## src/rtl/id_ex_operand_stage_if.sv

```systemverilog
// ID/EX stage bus: ID-side capture inputs, bypass sources and EX-side outputs.
// The master modport drives the ID and bypass side; the slave modport is the stage itself.
interface id_ex_operand_stage_if #(
    parameter int XLEN   = 2,
    parameter int CTRL_W = 16
);
    localparam int W = 1 << (XLEN + 4);

    logic              i_clk_enable;
    logic              i_flush;
    logic              i_id_valid;
    logic [4:0]        i_rs1_addr;
    logic [4:0]        i_rs2_addr;
    logic [4:0]        i_rd_addr;
    logic              i_rs1_used;
    logic              i_rs2_used;
    logic [W-1:0]      i_rs1_data;
    logic [W-1:0]      i_rs2_data;
    logic [W-1:0]      i_imm;
    logic [CTRL_W-1:0] i_ctrl;
    logic              i_is_load;
    logic [4:0]        i_exmem_rd;
    logic              i_exmem_reg_write;
    logic [W-1:0]      i_exmem_data;
    logic [4:0]        i_memwb_rd;
    logic              i_memwb_reg_write;
    logic [W-1:0]      i_memwb_data;

    logic              o_ex_valid;
    logic [W-1:0]      o_op_a;
    logic [W-1:0]      o_op_b;
    logic [W-1:0]      o_rs1_data_raw;
    logic [W-1:0]      o_rs2_data_raw;
    logic [W-1:0]      o_imm;
    logic [CTRL_W-1:0] o_ctrl;
    logic [4:0]        o_rd_addr;
    logic              o_is_load;
    logic [1:0]        o_fwd_a_sel;
    logic [1:0]        o_fwd_b_sel;
    logic              o_load_use_stall;

    modport master (
        output i_clk_enable, i_flush, i_id_valid, i_rs1_addr, i_rs2_addr, i_rd_addr,
               i_rs1_used, i_rs2_used, i_rs1_data, i_rs2_data, i_imm, i_ctrl, i_is_load,
               i_exmem_rd, i_exmem_reg_write, i_exmem_data,
               i_memwb_rd, i_memwb_reg_write, i_memwb_data,
        input  o_ex_valid, o_op_a, o_op_b, o_rs1_data_raw, o_rs2_data_raw, o_imm, o_ctrl,
               o_rd_addr, o_is_load, o_fwd_a_sel, o_fwd_b_sel, o_load_use_stall
    );

    modport slave (
        input  i_clk_enable, i_flush, i_id_valid, i_rs1_addr, i_rs2_addr, i_rd_addr,
               i_rs1_used, i_rs2_used, i_rs1_data, i_rs2_data, i_imm, i_ctrl, i_is_load,
               i_exmem_rd, i_exmem_reg_write, i_exmem_data,
               i_memwb_rd, i_memwb_reg_write, i_memwb_data,
        output o_ex_valid, o_op_a, o_op_b, o_rs1_data_raw, o_rs2_data_raw, o_imm, o_ctrl,
               o_rd_addr, o_is_load, o_fwd_a_sel, o_fwd_b_sel, o_load_use_stall
    );
endinterface

```

## src/rtl/id_ex_operand_stage.sv

```systemverilog
// ID/EX pipeline register with EX-side operand bypass and load-use hazard detection.
// Define ID_EX_PERF_EN to add the o_fwd_count / o_bubble_count performance counters.
module id_ex_operand_stage #(
    parameter int XLEN   = 2,
    parameter int CTRL_W = 16
) (
    input  logic        i_clk,
    input  logic        i_rst,
    id_ex_operand_stage_if.slave bus
`ifdef ID_EX_PERF_EN
    ,
    output logic [31:0] o_fwd_count,
    output logic [31:0] o_bubble_count
`endif
);
    localparam int W = 1 << (XLEN + 4);

    logic              ex_valid_reg, ex_valid_next;
    logic [4:0]        rd_reg, rd_next;
    logic              is_load_reg, is_load_next;
    logic [CTRL_W-1:0] ctrl_reg, ctrl_next;
    logic [W-1:0]      imm_reg, imm_next;
    logic [4:0]        rs_addr_reg [2];
    logic [4:0]        rs_addr_next [2];
    logic [W-1:0]      rs_data_reg [2];
    logic [W-1:0]      rs_data_next [2];

    logic [4:0]        id_rs_addr [2];
    logic [W-1:0]      id_rs_data [2];
    logic [1:0]        id_rs_used;
    logic [1:0]        exmem_hit;
    logic [1:0]        memwb_hit;
    logic [1:0]        fwd_sel [2];
    logic [W-1:0]      op [2];
    logic [1:0]        id_rs_match;
    logic              load_use_stall;

    assign id_rs_addr[0] = bus.i_rs1_addr;
    assign id_rs_addr[1] = bus.i_rs2_addr;
    assign id_rs_data[0] = bus.i_rs1_data;
    assign id_rs_data[1] = bus.i_rs2_data;
    assign id_rs_used    = {bus.i_rs2_used, bus.i_rs1_used};

    // Per-operand bypass select and hazard compare; a zero register address can never hit.
    genvar gi;
    generate
        for (gi = 0; gi < 2; gi++) begin : g_operand
            assign exmem_hit[gi] = bus.i_exmem_reg_write && (bus.i_exmem_rd != 5'd0)
                                   && (bus.i_exmem_rd == rs_addr_reg[gi]);
            assign memwb_hit[gi] = bus.i_memwb_reg_write && (bus.i_memwb_rd != 5'd0)
                                   && (bus.i_memwb_rd == rs_addr_reg[gi]);
            assign fwd_sel[gi]   = exmem_hit[gi] ? 2'b10 : (memwb_hit[gi] ? 2'b01 : 2'b00);
            assign op[gi]        = exmem_hit[gi] ? bus.i_exmem_data :
                                   (memwb_hit[gi] ? bus.i_memwb_data : rs_data_reg[gi]);
            assign id_rs_match[gi] = id_rs_used[gi] && (id_rs_addr[gi] == rd_reg);
        end
    endgenerate

    assign load_use_stall = ex_valid_reg && is_load_reg && (rd_reg != 5'd0)
                            && (|id_rs_match) && !bus.i_flush;

    always_comb begin
        ex_valid_next   = ex_valid_reg;
        rd_next         = rd_reg;
        is_load_next    = is_load_reg;
        ctrl_next       = ctrl_reg;
        imm_next        = imm_reg;
        rs_addr_next[0] = rs_addr_reg[0];
        rs_addr_next[1] = rs_addr_reg[1];
        rs_data_next[0] = rs_data_reg[0];
        rs_data_next[1] = rs_data_reg[1];
        if (!bus.i_clk_enable) begin
            ex_valid_next = ex_valid_reg;
        end else if (bus.i_flush || load_use_stall) begin
            // Bubble: everything zeroed so a stale load cannot re-trigger the stall.
            ex_valid_next   = 1'b0;
            rd_next         = '0;
            is_load_next    = 1'b0;
            ctrl_next       = '0;
            imm_next        = '0;
            rs_addr_next[0] = '0;
            rs_addr_next[1] = '0;
            rs_data_next[0] = '0;
            rs_data_next[1] = '0;
        end else begin
            ex_valid_next   = bus.i_id_valid;
            rd_next         = bus.i_rd_addr;
            is_load_next    = bus.i_is_load;
            ctrl_next       = bus.i_ctrl;
            imm_next        = bus.i_imm;
            rs_addr_next[0] = id_rs_used[0] ? id_rs_addr[0] : 5'd0;
            rs_addr_next[1] = id_rs_used[1] ? id_rs_addr[1] : 5'd0;
            rs_data_next[0] = id_rs_data[0];
            rs_data_next[1] = id_rs_data[1];
        end
    end

    always_ff @(posedge i_clk) begin
        if (i_rst) begin
            ex_valid_reg   <= 1'b0;
            rd_reg         <= '0;
            is_load_reg    <= 1'b0;
            ctrl_reg       <= '0;
            imm_reg        <= '0;
            rs_addr_reg[0] <= '0;
            rs_addr_reg[1] <= '0;
            rs_data_reg[0] <= '0;
            rs_data_reg[1] <= '0;
        end else begin
            ex_valid_reg   <= ex_valid_next;
            rd_reg         <= rd_next;
            is_load_reg    <= is_load_next;
            ctrl_reg       <= ctrl_next;
            imm_reg        <= imm_next;
            rs_addr_reg[0] <= rs_addr_next[0];
            rs_addr_reg[1] <= rs_addr_next[1];
            rs_data_reg[0] <= rs_data_next[0];
            rs_data_reg[1] <= rs_data_next[1];
        end
    end

    assign bus.o_ex_valid       = ex_valid_reg;
    assign bus.o_op_a           = op[0];
    assign bus.o_op_b           = op[1];
    assign bus.o_rs1_data_raw   = rs_data_reg[0];
    assign bus.o_rs2_data_raw   = rs_data_reg[1];
    assign bus.o_imm            = imm_reg;
    assign bus.o_ctrl           = ctrl_reg;
    assign bus.o_rd_addr        = rd_reg;
    assign bus.o_is_load        = is_load_reg;
    assign bus.o_fwd_a_sel      = fwd_sel[0];
    assign bus.o_fwd_b_sel      = fwd_sel[1];
    assign bus.o_load_use_stall = load_use_stall;

`ifdef ID_EX_PERF_EN
    logic [31:0] fwd_count_reg;
    logic [31:0] bubble_count_reg;

    // Counts advance only on enabled edges; each EX instruction is seen on exactly one such edge.
    always_ff @(posedge i_clk) begin
        if (i_rst) begin
            fwd_count_reg    <= '0;
            bubble_count_reg <= '0;
        end else if (bus.i_clk_enable) begin
            if (ex_valid_reg && ((fwd_sel[0] != 2'b00) || (fwd_sel[1] != 2'b00)))
                fwd_count_reg <= fwd_count_reg + 32'd1;
            if (load_use_stall)
                bubble_count_reg <= bubble_count_reg + 32'd1;
        end
    end

    assign o_fwd_count    = fwd_count_reg;
    assign o_bubble_count = bubble_count_reg;
`endif
endmodule

```

## src/flat_wrapper.sv

```systemverilog
// flat-port wrapper written by rule: the top's interface ports become plain ports
module id_ex_operand_stage_flat 
#(
    parameter int XLEN   = 2,
    parameter int CTRL_W = 16
)
  (i_clk, i_rst, bus_i_clk_enable, bus_i_flush, bus_i_id_valid, bus_i_rs1_addr, bus_i_rs2_addr, bus_i_rd_addr, bus_i_rs1_used, bus_i_rs2_used, bus_i_rs1_data, bus_i_rs2_data, bus_i_imm, bus_i_ctrl, bus_i_is_load, bus_i_exmem_rd, bus_i_exmem_reg_write, bus_i_exmem_data, bus_i_memwb_rd, bus_i_memwb_reg_write, bus_i_memwb_data, bus_o_ex_valid, bus_o_op_a, bus_o_op_b, bus_o_rs1_data_raw, bus_o_rs2_data_raw, bus_o_imm, bus_o_ctrl, bus_o_rd_addr, bus_o_is_load, bus_o_fwd_a_sel, bus_o_fwd_b_sel, bus_o_load_use_stall);
  id_ex_operand_stage_if #(.XLEN(XLEN), .CTRL_W(CTRL_W)) bus_i ();
  input  logic i_clk;
  input  logic i_rst;
  input wire logic [$bits(bus_i.i_clk_enable)-1:0] bus_i_clk_enable;
  input wire logic [$bits(bus_i.i_flush)-1:0] bus_i_flush;
  input wire logic [$bits(bus_i.i_id_valid)-1:0] bus_i_id_valid;
  input wire logic [$bits(bus_i.i_rs1_addr)-1:0] bus_i_rs1_addr;
  input wire logic [$bits(bus_i.i_rs2_addr)-1:0] bus_i_rs2_addr;
  input wire logic [$bits(bus_i.i_rd_addr)-1:0] bus_i_rd_addr;
  input wire logic [$bits(bus_i.i_rs1_used)-1:0] bus_i_rs1_used;
  input wire logic [$bits(bus_i.i_rs2_used)-1:0] bus_i_rs2_used;
  input wire logic [$bits(bus_i.i_rs1_data)-1:0] bus_i_rs1_data;
  input wire logic [$bits(bus_i.i_rs2_data)-1:0] bus_i_rs2_data;
  input wire logic [$bits(bus_i.i_imm)-1:0] bus_i_imm;
  input wire logic [$bits(bus_i.i_ctrl)-1:0] bus_i_ctrl;
  input wire logic [$bits(bus_i.i_is_load)-1:0] bus_i_is_load;
  input wire logic [$bits(bus_i.i_exmem_rd)-1:0] bus_i_exmem_rd;
  input wire logic [$bits(bus_i.i_exmem_reg_write)-1:0] bus_i_exmem_reg_write;
  input wire logic [$bits(bus_i.i_exmem_data)-1:0] bus_i_exmem_data;
  input wire logic [$bits(bus_i.i_memwb_rd)-1:0] bus_i_memwb_rd;
  input wire logic [$bits(bus_i.i_memwb_reg_write)-1:0] bus_i_memwb_reg_write;
  input wire logic [$bits(bus_i.i_memwb_data)-1:0] bus_i_memwb_data;
  output wire logic [$bits(bus_i.o_ex_valid)-1:0] bus_o_ex_valid;
  output wire logic [$bits(bus_i.o_op_a)-1:0] bus_o_op_a;
  output wire logic [$bits(bus_i.o_op_b)-1:0] bus_o_op_b;
  output wire logic [$bits(bus_i.o_rs1_data_raw)-1:0] bus_o_rs1_data_raw;
  output wire logic [$bits(bus_i.o_rs2_data_raw)-1:0] bus_o_rs2_data_raw;
  output wire logic [$bits(bus_i.o_imm)-1:0] bus_o_imm;
  output wire logic [$bits(bus_i.o_ctrl)-1:0] bus_o_ctrl;
  output wire logic [$bits(bus_i.o_rd_addr)-1:0] bus_o_rd_addr;
  output wire logic [$bits(bus_i.o_is_load)-1:0] bus_o_is_load;
  output wire logic [$bits(bus_i.o_fwd_a_sel)-1:0] bus_o_fwd_a_sel;
  output wire logic [$bits(bus_i.o_fwd_b_sel)-1:0] bus_o_fwd_b_sel;
  output wire logic [$bits(bus_i.o_load_use_stall)-1:0] bus_o_load_use_stall;
  assign bus_i.i_clk_enable = bus_i_clk_enable;
  assign bus_i.i_flush = bus_i_flush;
  assign bus_i.i_id_valid = bus_i_id_valid;
  assign bus_i.i_rs1_addr = bus_i_rs1_addr;
  assign bus_i.i_rs2_addr = bus_i_rs2_addr;
  assign bus_i.i_rd_addr = bus_i_rd_addr;
  assign bus_i.i_rs1_used = bus_i_rs1_used;
  assign bus_i.i_rs2_used = bus_i_rs2_used;
  assign bus_i.i_rs1_data = bus_i_rs1_data;
  assign bus_i.i_rs2_data = bus_i_rs2_data;
  assign bus_i.i_imm = bus_i_imm;
  assign bus_i.i_ctrl = bus_i_ctrl;
  assign bus_i.i_is_load = bus_i_is_load;
  assign bus_i.i_exmem_rd = bus_i_exmem_rd;
  assign bus_i.i_exmem_reg_write = bus_i_exmem_reg_write;
  assign bus_i.i_exmem_data = bus_i_exmem_data;
  assign bus_i.i_memwb_rd = bus_i_memwb_rd;
  assign bus_i.i_memwb_reg_write = bus_i_memwb_reg_write;
  assign bus_i.i_memwb_data = bus_i_memwb_data;
  assign bus_o_ex_valid = bus_i.o_ex_valid;
  assign bus_o_op_a = bus_i.o_op_a;
  assign bus_o_op_b = bus_i.o_op_b;
  assign bus_o_rs1_data_raw = bus_i.o_rs1_data_raw;
  assign bus_o_rs2_data_raw = bus_i.o_rs2_data_raw;
  assign bus_o_imm = bus_i.o_imm;
  assign bus_o_ctrl = bus_i.o_ctrl;
  assign bus_o_rd_addr = bus_i.o_rd_addr;
  assign bus_o_is_load = bus_i.o_is_load;
  assign bus_o_fwd_a_sel = bus_i.o_fwd_a_sel;
  assign bus_o_fwd_b_sel = bus_i.o_fwd_b_sel;
  assign bus_o_load_use_stall = bus_i.o_load_use_stall;
  id_ex_operand_stage #(.XLEN(XLEN), .CTRL_W(CTRL_W)) u_core (.i_clk(i_clk), .i_rst(i_rst), .bus(bus_i));
endmodule
```

## config.mk

```make
export PLATFORM = sky130hd
export DESIGN_NAME = id_ex_operand_stage_flat
export DESIGN_NICKNAME = d
export VERILOG_FILES = /design/src/rtl/id_ex_operand_stage_if.sv /design/src/rtl/id_ex_operand_stage.sv /design/src/flat_wrapper.sv
export SDC_FILE = /design/constraint.sdc
export NUM_CORES = 1
export LEC_CHECK = 0
export ABC_AREA = 1
export CORE_AREA = 2 2 281 283
export DETAILED_ROUTE_END_ITERATION = 7
export DIE_AREA = 0 0 283 285
export PLACE_DENSITY_LB_ADDON = 0.2
export SYNTH_ARGS = -nofsm -noshare
export SYNTH_HDL_FRONTEND = slang
export SYNTH_SLANG_ARGS = --single-unit
```

## constraint.sdc

```tcl
create_clock -name i_clk -period 5 [get_ports i_clk]
set_input_delay 1 -clock i_clk [delete_from_list [all_inputs] [get_ports i_clk]]
set_output_delay 1 -clock i_clk [all_outputs]
set_load 0.1 [all_outputs]
```

==> results.md, run 1 <==
- Leak: 11.7 nW
- Post-placement cell area: 24,200 um2
- First-pass GRT wire length: 117,000 um
- Sequential area share after synthesis: 0.303
- Number of setup buffers added after CTS: 0
- M1 WL: 34,300 um
- # hold bufs at CTS: 0
- Finished layout cell area: 25,200 um2
- Fillers: 8,475
- Met2 wire len: 36,600 um
- Critical Path End Type: primary output
- Mean area per synthesized cell: 6.01 um2
- Row cnt: 103
- Worst VDD drop: 0.000189 V
- Syn Nets: 2,846
- Status: finished clean
- Synthesized instance count: 2,475
- Power Total: 6.40 mW
- Sink Count: 225
- Synthesis Warnings: 0
- Worst-margin pin slew: 1.12 ns
- Crit start category: input port
- Max layer used: met5
- HPWL after DPL: 57,300 um
- H-Tree Depth: 1
- Final setup TNS: 0 ns
- Final antenna-violating net count: 0
- Post-route minimum period: 4.26 ns
- Sw Pwr: 2.44 mW
- Slew Viols, Final: 0
- Vias: 17,300
- Reg clk slew, reported paths: 0.06 ns
- Number of global-route vias before repair: 17,200
- Critical path class: in -> out
- HP Start: u_core.bus.o_imm[1]
- Layout Skew: 0.0146 ns
- GPL Wtd Cong: 0.846
- Max Clk Rate: 234 MHz
- Core Box Area: 78,000 um2
- Critical Path Start: bus_i_memwb_rd[3]
- Synth unique cells: 23
- CP required: 4.00 ns
- Max_slew headroom: 0.250
- WL final: 79,000 um
- DR WL/cell: 19.0 um
- Total CTS buffers: 31
- Clk network pwr share: 0.352
- Largest net degree at the start of global routing: 112
- Full die area: 80,700 um2
- Power Internal: 3.95 mW
- Max clock buf depth: 3
- CP max FO: 21
- Hold WC Path Type: reg -> reg
- Worst r2r src: u_core.bus.o_rd_addr[4]
- CTS tree: built
- DRC: 0
- Data arrival, critical path: 3.26 ns
- RSZ-0062 raised after global routing: false
- Chip width: 283 um
- Max reg flops: 128
- Final Cycle Share: 0.853
- Synthesis-stage register bit count: 225
- Die H: 285 um
- Syn Std Cell Area: 14,900 um2
- Initial Util: 0.191
- Area delta synth->final: 69.4%
- Power density over the cells: 254 nW/um2
- Combinational share of power: 0.349
- Initial antenna violation count: 6
- Net count, final: 3,441
- GRT Util Overall: 0.189
- IO Count: 719
- Number of buffers added on ports: 718
- Share of layout cells above drive strength 1: 0.112
- Initial drt markers: 821
- 1st-pass router iterations: 5
- Maxcap violations: 0
- Via density per instance: 4.16
- Final setup violation count: 0
- Post_cts resized: 0
- Met3 wire length: 6030 um
- Final hold slack: 0.464 ns
- Worst-Skew Late Latency: 0.58 ns
- Sequential Power Share: 0.300
- Fin. Hold Viols: 0
- Switching share of power: 0.382
- Overflow left after global routing: 0
- Root Buffer: clkbuf_16
-- synthesized netlist by cell type, drive strengths merged --
cell type | instances | area (um2)
nand2 | 867 | 3260
nand3 | 485 | 2980
inv | 427 | 1600
a21oi | 225 | 1130
dfxtp | 225 | 4500
buf | 120 | 808
clkbuf | 71 | 267
nor2 | 28 | 105
xnor2 | 10 | 87.6
xor2 | 10 | 87.6
nor3 | 5 | 35.0
nand3b | 1 | 7.51
nand4 | 1 | 6.26
-- placed cells by master, fill, tap and decap left out, types with 7 or more instances in the layout --
master | netlist | layout
clkdlybuf4s50_1 | 0 | 583
clkbuf_16 | 0 | 31
clkinv_2 | 0 | 7
a21oi_1 | 225 | 225
nand3_1 | 375 | 374
xor2_1 | 10 | 10
xnor2_1 | 10 | 10
inv_1 | 418 | 418
buf_4 | 16 | 20
nand3_2 | 110 | 110
dfxtp_1 | 225 | 225
buf_12 | 1 | 148
nand2_1 | 865 | 862
clkbuf_8 | 0 | 10
nor2_1 | 28 | 26
-- worst max-delay path: stages --
cell and delay (ns):
clkdlybuf4s50_1 0.54, nor2_1 0.07, nand3b_1 0.08, nand2_1 0.13
nor3_4 0.27, nand2_4 0.22, buf_4 0.31, nand2_1 0.09
nand3_1 0.06, nand2_1 0.23, buf_12 0.21
-- layer usage --
metal / GRT usage / vias to the layer above
met5: 0 / -
met4: 0.0515 / 4
met3: 0.0534 / 97
met2: 0.315 / 587
met1: 0.238 / 7792
li1: - / 8780
-- final timing paths --
check	end	slack, ns	cells after the start
setup / recovery	bus_o_op_b[5]	0.74	11
setup reg to reg	u_core.rs_data_reg[0][52]	2.54	8
hold / removal	u_core.bus.o_imm[1]	0.46	2
hold reg to reg	u_core.bus.o_imm[1]	0.46	2
-- logic make-up (layout without fill, tap and decap cells) --
logic type,Yosys count,in the layout,share of synthesized area
AND/OR/NAND/NOR,1387,1387,0.430
buffers and inverters,618,1234,0.180
AO/OA/AOI/OAI,225,225,0.0757
flip-flops,225,225,0.303
XOR/XNOR,20,20,0.0118
other,0,5,0
-- power groups by stage --
stage	combinational, mW	clock [mW]	sequential, mW
floorplan	0.867	0	2.41
global placement	2.25	0	1.95
detailed placement	2.24	0	1.96
CTS	2.25	2.33	1.92
global route	2.34	2.38	1.93
finish	2.23	2.25	1.92
-- layout make-up --
type | count | area (um2) | share of cell area
repair buffers | 753 | 8980 | 0.356
multi-input cells | 1632 | 7770 | 0.308
flip-flops and latches | 225 | 4500 | 0.179
inverters | 427 | 1620 | 0.0643
well taps | 1050 | 1310 | 0.0521
clock buffers | 45 | 908 | 0.0360
clock inverters | 9 | 100 | 0.00397
diodes | 5 | 12.5 | 0.000496
-- per-stage QoR --
stage / std cells / util / worst slack [ns]
after floorplan: 2475 / - / 0.893
after global placement: 4087 / 0.310 / 0.675
after detailed placement: 4087 / 0.310 / 0.664
after CTS: 4141 / 0.323 / 0.654
after global routing: 4144 / 0.323 / 0.557
final: 4146 / 0.323 / 0.735
No activity file was read; power rests on OpenSTA's default activity.
==> inputs of run 2 (changes only) <==
CORE_AREA = 2 2 278 280   (was 2 2 281 283)
DIE_AREA = 0 0 280 282   (was 0 0 283 285)
==> results.md, run 2 (same netlist as run 1, synthesis figures left out) <==
- Status: finished clean
- Final setup TNS: 0 ns (unchanged)
- Power Total: 6.49 mW (+1.5%)
- Sw Pwr: 2.44 mW (about the same)
- CTS tree: built
- Net count, final: 3,446 (+0.15%)
- Number of buffers added on ports: 718 (unchanged)
- Crit start category: input port
- Root Buffer: clkbuf_16
- GRT Util Overall: 0.194 (+0.00497)
- Data arrival, critical path: 3.45 ns (+0.19 ns)
- Clk network pwr share: 0.360 (+0.008)
- Initial drt markers: 964 (+17%)
- Layout Skew: 0.0163 ns (+0.00167 ns)
- Power density over the cells: 257 nW/um2 (+1.5%)
- Critical path class: in -> out
- Maxcap violations: 0 (unchanged)
- Post-route minimum period: 4.45 ns (+0.189 ns)
- Fillers: 8,278 (-2.3%)
- Placed cells: 4,021 (-1.6%)
- Vias: 17,400 (+0.93%)
- Commonest cells after routing, fill and taps aside: nand2_1, clkdlybuf4s50_1, inv_1
- Worst-Skew Late Latency: 0.58 ns (about the same)
- Worst VDD drop: 0.000185 V (-2.0%)
- Die H: 282 um (-1.1%)
- DRC: 0 (unchanged)
- Max_slew headroom: 0.241 (-0.00868)
- DR WL/cell: 19.6 um (+3.1%)
- Slew Viols, Final: 0 (unchanged)
- Final Cycle Share: 0.891 (+0.0378)
- Reg clk slew, reported paths: 0.06 ns (about the same)
- Power Internal: 4.05 mW (+2.4%)
- Switching share of power: 0.376 (-0.00587)
- RSZ-0062 raised after global routing: false
- Final std cells w/o fill: 4,084 (-1.5%)
- Final setup violation count: 0 (unchanged)
- Fin. Hold Viols: 0 (unchanged)
- CP max FO: 35 (+67%)
- Worst-margin pin slew: 1.13 ns (+0.0130 ns)
- Share of layout cells above drive strength 1: 0.115 (+0.00261)
- HPWL after DPL: 59,100 um (+3.2%)
- Post-layout util: 0.333 (+0.00980)
- Via density per instance: 4.27 (+2.5%)
- Core Box Area: 75,700 um2 (-2.9%)
- Final setup margin: 0.546 ns (-0.189 ns)
- Combinational share of power: 0.344 (-0.005)
- Max clock buf depth: 3 (unchanged)
- Sink Count: 225 (unchanged)
- CP required: 4.00 ns (about the same)
- Commonest non-fill, non-tap cell in the layout: nand2_1
- Final antenna-violating net count: 0 (unchanged)
- Number of setup buffers added after CTS: 0 (unchanged)
- Chip width: 280 um (-1.1%)
- First-pass GRT wire length: 116,000 um (-1.3%)
- Critical Path End Type: primary output
- H-Tree Depth: 1 (unchanged)
- Max Clk Rate: 225 MHz (-4.2%)
- Row cnt: 101 (-1.9%)
- Hold WC Path Type: reg -> reg
- IO Count: 719 (unchanged)
- Leak: 11.8 nW (+0.54%)
- Initial antenna violation count: 9 (+3)
- Max reg flops: 128 (unchanged)
- GPL Wtd Cong: 0.850 (+0.50%)
- # hold bufs at CTS: 0 (unchanged)
- 1st-pass router iterations: 5 (unchanged)
- Full die area: 79,000 um2 (-2.1%)
- Total CTS buffers: 30 (-3.2%)
- Area delta synth->final: 69.4% (about the same)
- Initial Util: 0.197 (+0.00573)
- Sequential Power Share: 0.296 (-0.004)
- Overflow left after global routing: 0 (unchanged)
- Number of global-route vias before repair: 16,900 (-1.7%)
- Dpl ws: 0.577 ns (-0.0877 ns)
- Post_cts resized: 0 (unchanged)
- WL final: 80,200 um (+1.6%)
- Largest net degree at the start of global routing: 128 (+14%)
[run 2: cell count changes in the layout (fill, tap and decap cells not counted), sizes merged]
cell      delta
bufinv       +1
diode        +2
clkbuf       +2
clkinvlp     -1
buf          +6
[run 2: per-stage QoR]
stage | hold WS, ns | area (um2)
after detailed placement | 0.455 | 24100
after global placement | 0.451 | 24100
after CTS | 0.465 | 25200
final | 0.462 | 25200
after floorplan | 0.481 | 14900
after global routing | 0.476 | 25200
[run 2: final timing paths]
| path | start | end | slack, ns | depth (start not counted) |
|---|---|---|---|---|
| max reg2reg | u_core.bus.o_rd_addr[0] | u_core.rs_data_reg[0][105] | 2.65 | 9 |
| min reg2reg | u_core.bus.o_imm[36] | u_core.bus.o_imm[36] | 0.46 | 2 |
| min | u_core.bus.o_imm[36] | u_core.bus.o_imm[36] | 0.46 | 2 |
| max | bus_i_exmem_rd[1] | bus_o_op_a[8] | 0.55 | 9 |
[run 2: cell type report]
| type | instances | area (um2) | share of cell area |
|---|---|---|---|
| timing repair buffer | 759 | 9010 | 0.357 |
| tap | 978 | 1220 | 0.0485 |
| clock inverter | 9 | 123 | 0.00486 |
| antenna | 7 | 17.5 | 0.000695 |
| clock buffer | 47 | 946 | 0.0375 |
| sequential | 225 | 4500 | 0.179 |
| multi-input combinational | 1632 | 7770 | 0.308 |
| inverter | 427 | 1620 | 0.0643 |
[run 2: critical path, stage by stage]
cell             delay (ns)
clkdlybuf4s50_1        0.47
nor3_1                 0.21
nand2_1                0.13
nand3_4                0.11
buf_4                  0.42
buf_4                  0.51
nand3_1                0.15
nand2_1                0.14
buf_12                 0.18
[run 2: layer usage]
| layer | track usage | vias up | routed length, um | part of all wire |
|---|---|---|---|---|
| li1 | - | 8797 | - | - |
| met1 | 0.244 | 7962 | 34500 | 0.43 |
| met2 | 0.340 | 596 | 38800 | 0.48 |
| met3 | 0.0463 | 66 | 5520 | 0.069 |
| met4 | 0.0321 | 0 | 1330 | 0.017 |
| met5 | 0 | - | 0 | 0 |
[run 2: power groups by stage]
stage                     clock network, mW  registers [mW]  logic, mW
after floorplan                           0            2.41      0.867
after global placement                    0            1.96       2.25
after detailed placement                  0            1.96       2.24
after CTS                              2.42            1.92       2.25
after global routing                   2.48            1.93       2.34
final                                  2.34            1.92       2.23
==> inputs of run 3 (changes only) <==
REMOVE_ABC_BUFFERS = 1   (was default)
==> results.md, run 3 (same netlist as run 1, synthesis figures left out) <==
- Status: finished clean
- Hold WC Path Type: reg -> reg
- Number of setup buffers added after CTS: 0 (unchanged)
- Total CTS buffers: 34 (+13%)
- Cell chain of the critical path: clkdlybuf4s50_1, nor3_1, nand2_1, nand3_4, buf_4, buf_4, nand3_1, nand2_1, buf_12
- RSZ-0062 raised after global routing: false
- Core Box Area: 75,700 um2 (unchanged)
- IO Count: 719 (unchanged)
- Full die area: 79,000 um2 (unchanged)
- Dpl ws: 0.569 ns (-0.00739 ns)
- DR WL/cell: 18.7 um (-4.5%)
- Post_cts resized: 0 (unchanged)
- H-Tree Depth: 2 (+1)
- Maxcap violations: 0 (unchanged)
- Number of global-route vias before repair: 16,800 (-0.37%)
- Share of layout cells above drive strength 1: 0.112 (-0.00287)
- Finished layout cell area: 25,200 um2 (-0.11%)
- Initial Util: 0.197 (unchanged)
- Max clock buf depth: 3 (unchanged)
- Max reg flops: 128 (unchanged)
- Critical path class: in -> out
- Die H: 282 um (unchanged)
- Largest net degree at the start of global routing: 129 (+0.78%)
- Final setup margin: 0.589 ns (+0.0432 ns)
- Post-layout util: 0.333 (-0.000380)
- # hold bufs at CTS: 0 (unchanged)
- DRC: 0 (unchanged)
- Number of buffers added on ports: 718 (unchanged)
- Hold depth: 2 (unchanged)
- Fin. Hold Viols: 0 (unchanged)
- Worst-Skew Late Latency: 0.53 ns (-0.05 ns)
- Post-route minimum period: 4.41 ns (-0.0432 ns)
- Root Buffer: clkbuf_16
- Final antenna-violating net count: 0 (unchanged)
- Row cnt: 101 (unchanged)
- Final setup TNS: 0 ns (unchanged)
- Crit-path slowest cell: buf_4
- Met3 GRT Util: 0.0500 (+0.00373)
- Global-route met1 utilization: 0.214 (-0.0298)
- Max Clk Rate: 227 MHz (+0.98%)
- Slew Viols, Final: 0 (unchanged)
- Via density per instance: 4.30 (+0.87%)
- Commonest cells after routing, fill and taps aside: nand2_1, clkdlybuf4s50_1, inv_1
- Initial drt markers: 941 (-2.4%)
- Fillers: 8,219 (-0.71%)
- GR Util met2: 0.331 (-0.00990)
- Critical Path End Type: primary output
- Post-placement cell area: 24,000 um2 (-0.39%)
- Max_slew headroom: 0.251 (+0.00950)
- Final Cycle Share: 0.882 (-0.00864)
- CTS tree: built
- 1st-pass router iterations: 5 (unchanged)
- Placed cells: 4,009 (-0.30%)
- Slowest stage delay, CP: 0.51 ns (about the same)
- Power Total: 6.59 mW (+1.5%)
- GPL Wtd Cong: 0.887 (+4.3%)
- First-pass GRT wire length: 112,000 um (-3.4%)
- GRT Util Overall: 0.185 (-0.00900)
- Final setup violation count: 0 (unchanged)
- Sink Count: 225 (unchanged)
- HPWL after DPL: 54,400 um (-8.0%)
- CP max FO: 35 (unchanged)
- Worst VDD drop: 0.000200 V (+8.5%)
- Vias: 17,500 (+0.55%)
- CP required: 4.00 ns (about the same)
- Net count, final: 3,438 (-0.23%)
- Final std cells w/o fill: 4,071 (-0.32%)
- WL final: 76,300 um (-4.8%)
- Reg clk slew, reported paths: 0.05 ns (about the same)
- Gr busiest metal: met2
- Initial antenna violation count: 7 (-2)
- Layout Skew: 0.0148 ns (-0.00144 ns)
- Worst-margin pin slew: 1.12 ns (-0.0142 ns)
- Overflow left after global routing: 0 (unchanged)
- Data arrival, critical path: 3.41 ns (-0.04 ns)
- Power density over the cells: 262 nW/um2 (+1.6%)
- Chip width: 280 um (unchanged)
- Commonest non-fill, non-tap cell in the layout: nand2_1
- Final hold slack: 0.460 ns (-0.00221 ns)
- Crit start category: input port
- Leak: 11.7 nW (-0.27%)
- Reg2reg path depth: 9 (unchanged)
- Area delta synth->final: 69.2%
run 3: routing by layer:
metal	part of all wire	vias to the layer above	wire length [um]
li1	-	8782	-
met1	0.40	8036	30200
met2	0.50	594	38500
met3	0.074	98	5640
met4	0.025	6	1910
met5	0.00052	-	40
run 3: final timing paths:
| kind | to | slack, ns | start |
|---|---|---|---|
| hold reg to reg | u_core.bus.o_imm[45] | 0.46 | u_core.bus.o_imm[45] |
| setup / recovery | bus_o_op_a[60] | 0.59 | bus_i_exmem_rd[1] |
| setup reg to reg | u_core.rs_data_reg[0][10] | 2.57 | u_core.bus.o_rd_addr[1] |
| hold / removal | u_core.bus.o_imm[45] | 0.46 | u_core.bus.o_imm[45] |
run 3: power breakdown:
| group | switching [mW] | leakage [nW] | total (mW) | internal, mW |
|---|---|---|---|---|
| logic | 1.47 | 9.33 | 2.21 | 0.743 |
| clock network | 0.916 | 0.560 | 2.46 | 1.54 |
| registers | 0.0555 | 1.84 | 1.92 | 1.86 |
| total | 2.44 | 11.7 | 6.59 | 4.15 |
run 3: area by class of cell:
class | instances | area (um2) | share of cell area
Timing Repair Buffer | 747 | 8920 | 0.354
Tap cell | 978 | 1220 | 0.0486
Clock buffer | 49 | 1040 | 0.0413
Inverter | 427 | 1620 | 0.0643
Antenna cell | 4 | 10.0 | 0.000397
Clock inverter | 9 | 100 | 0.00397
Multi-Input combinational cell | 1632 | 7770 | 0.308
Sequential cell | 225 | 4500 | 0.179
run 3: critical path, delay by kind of cell:
family                 cells  cell delay, ns
and+or+nand+nor            5            0.77
buffers and inverters      4            1.59
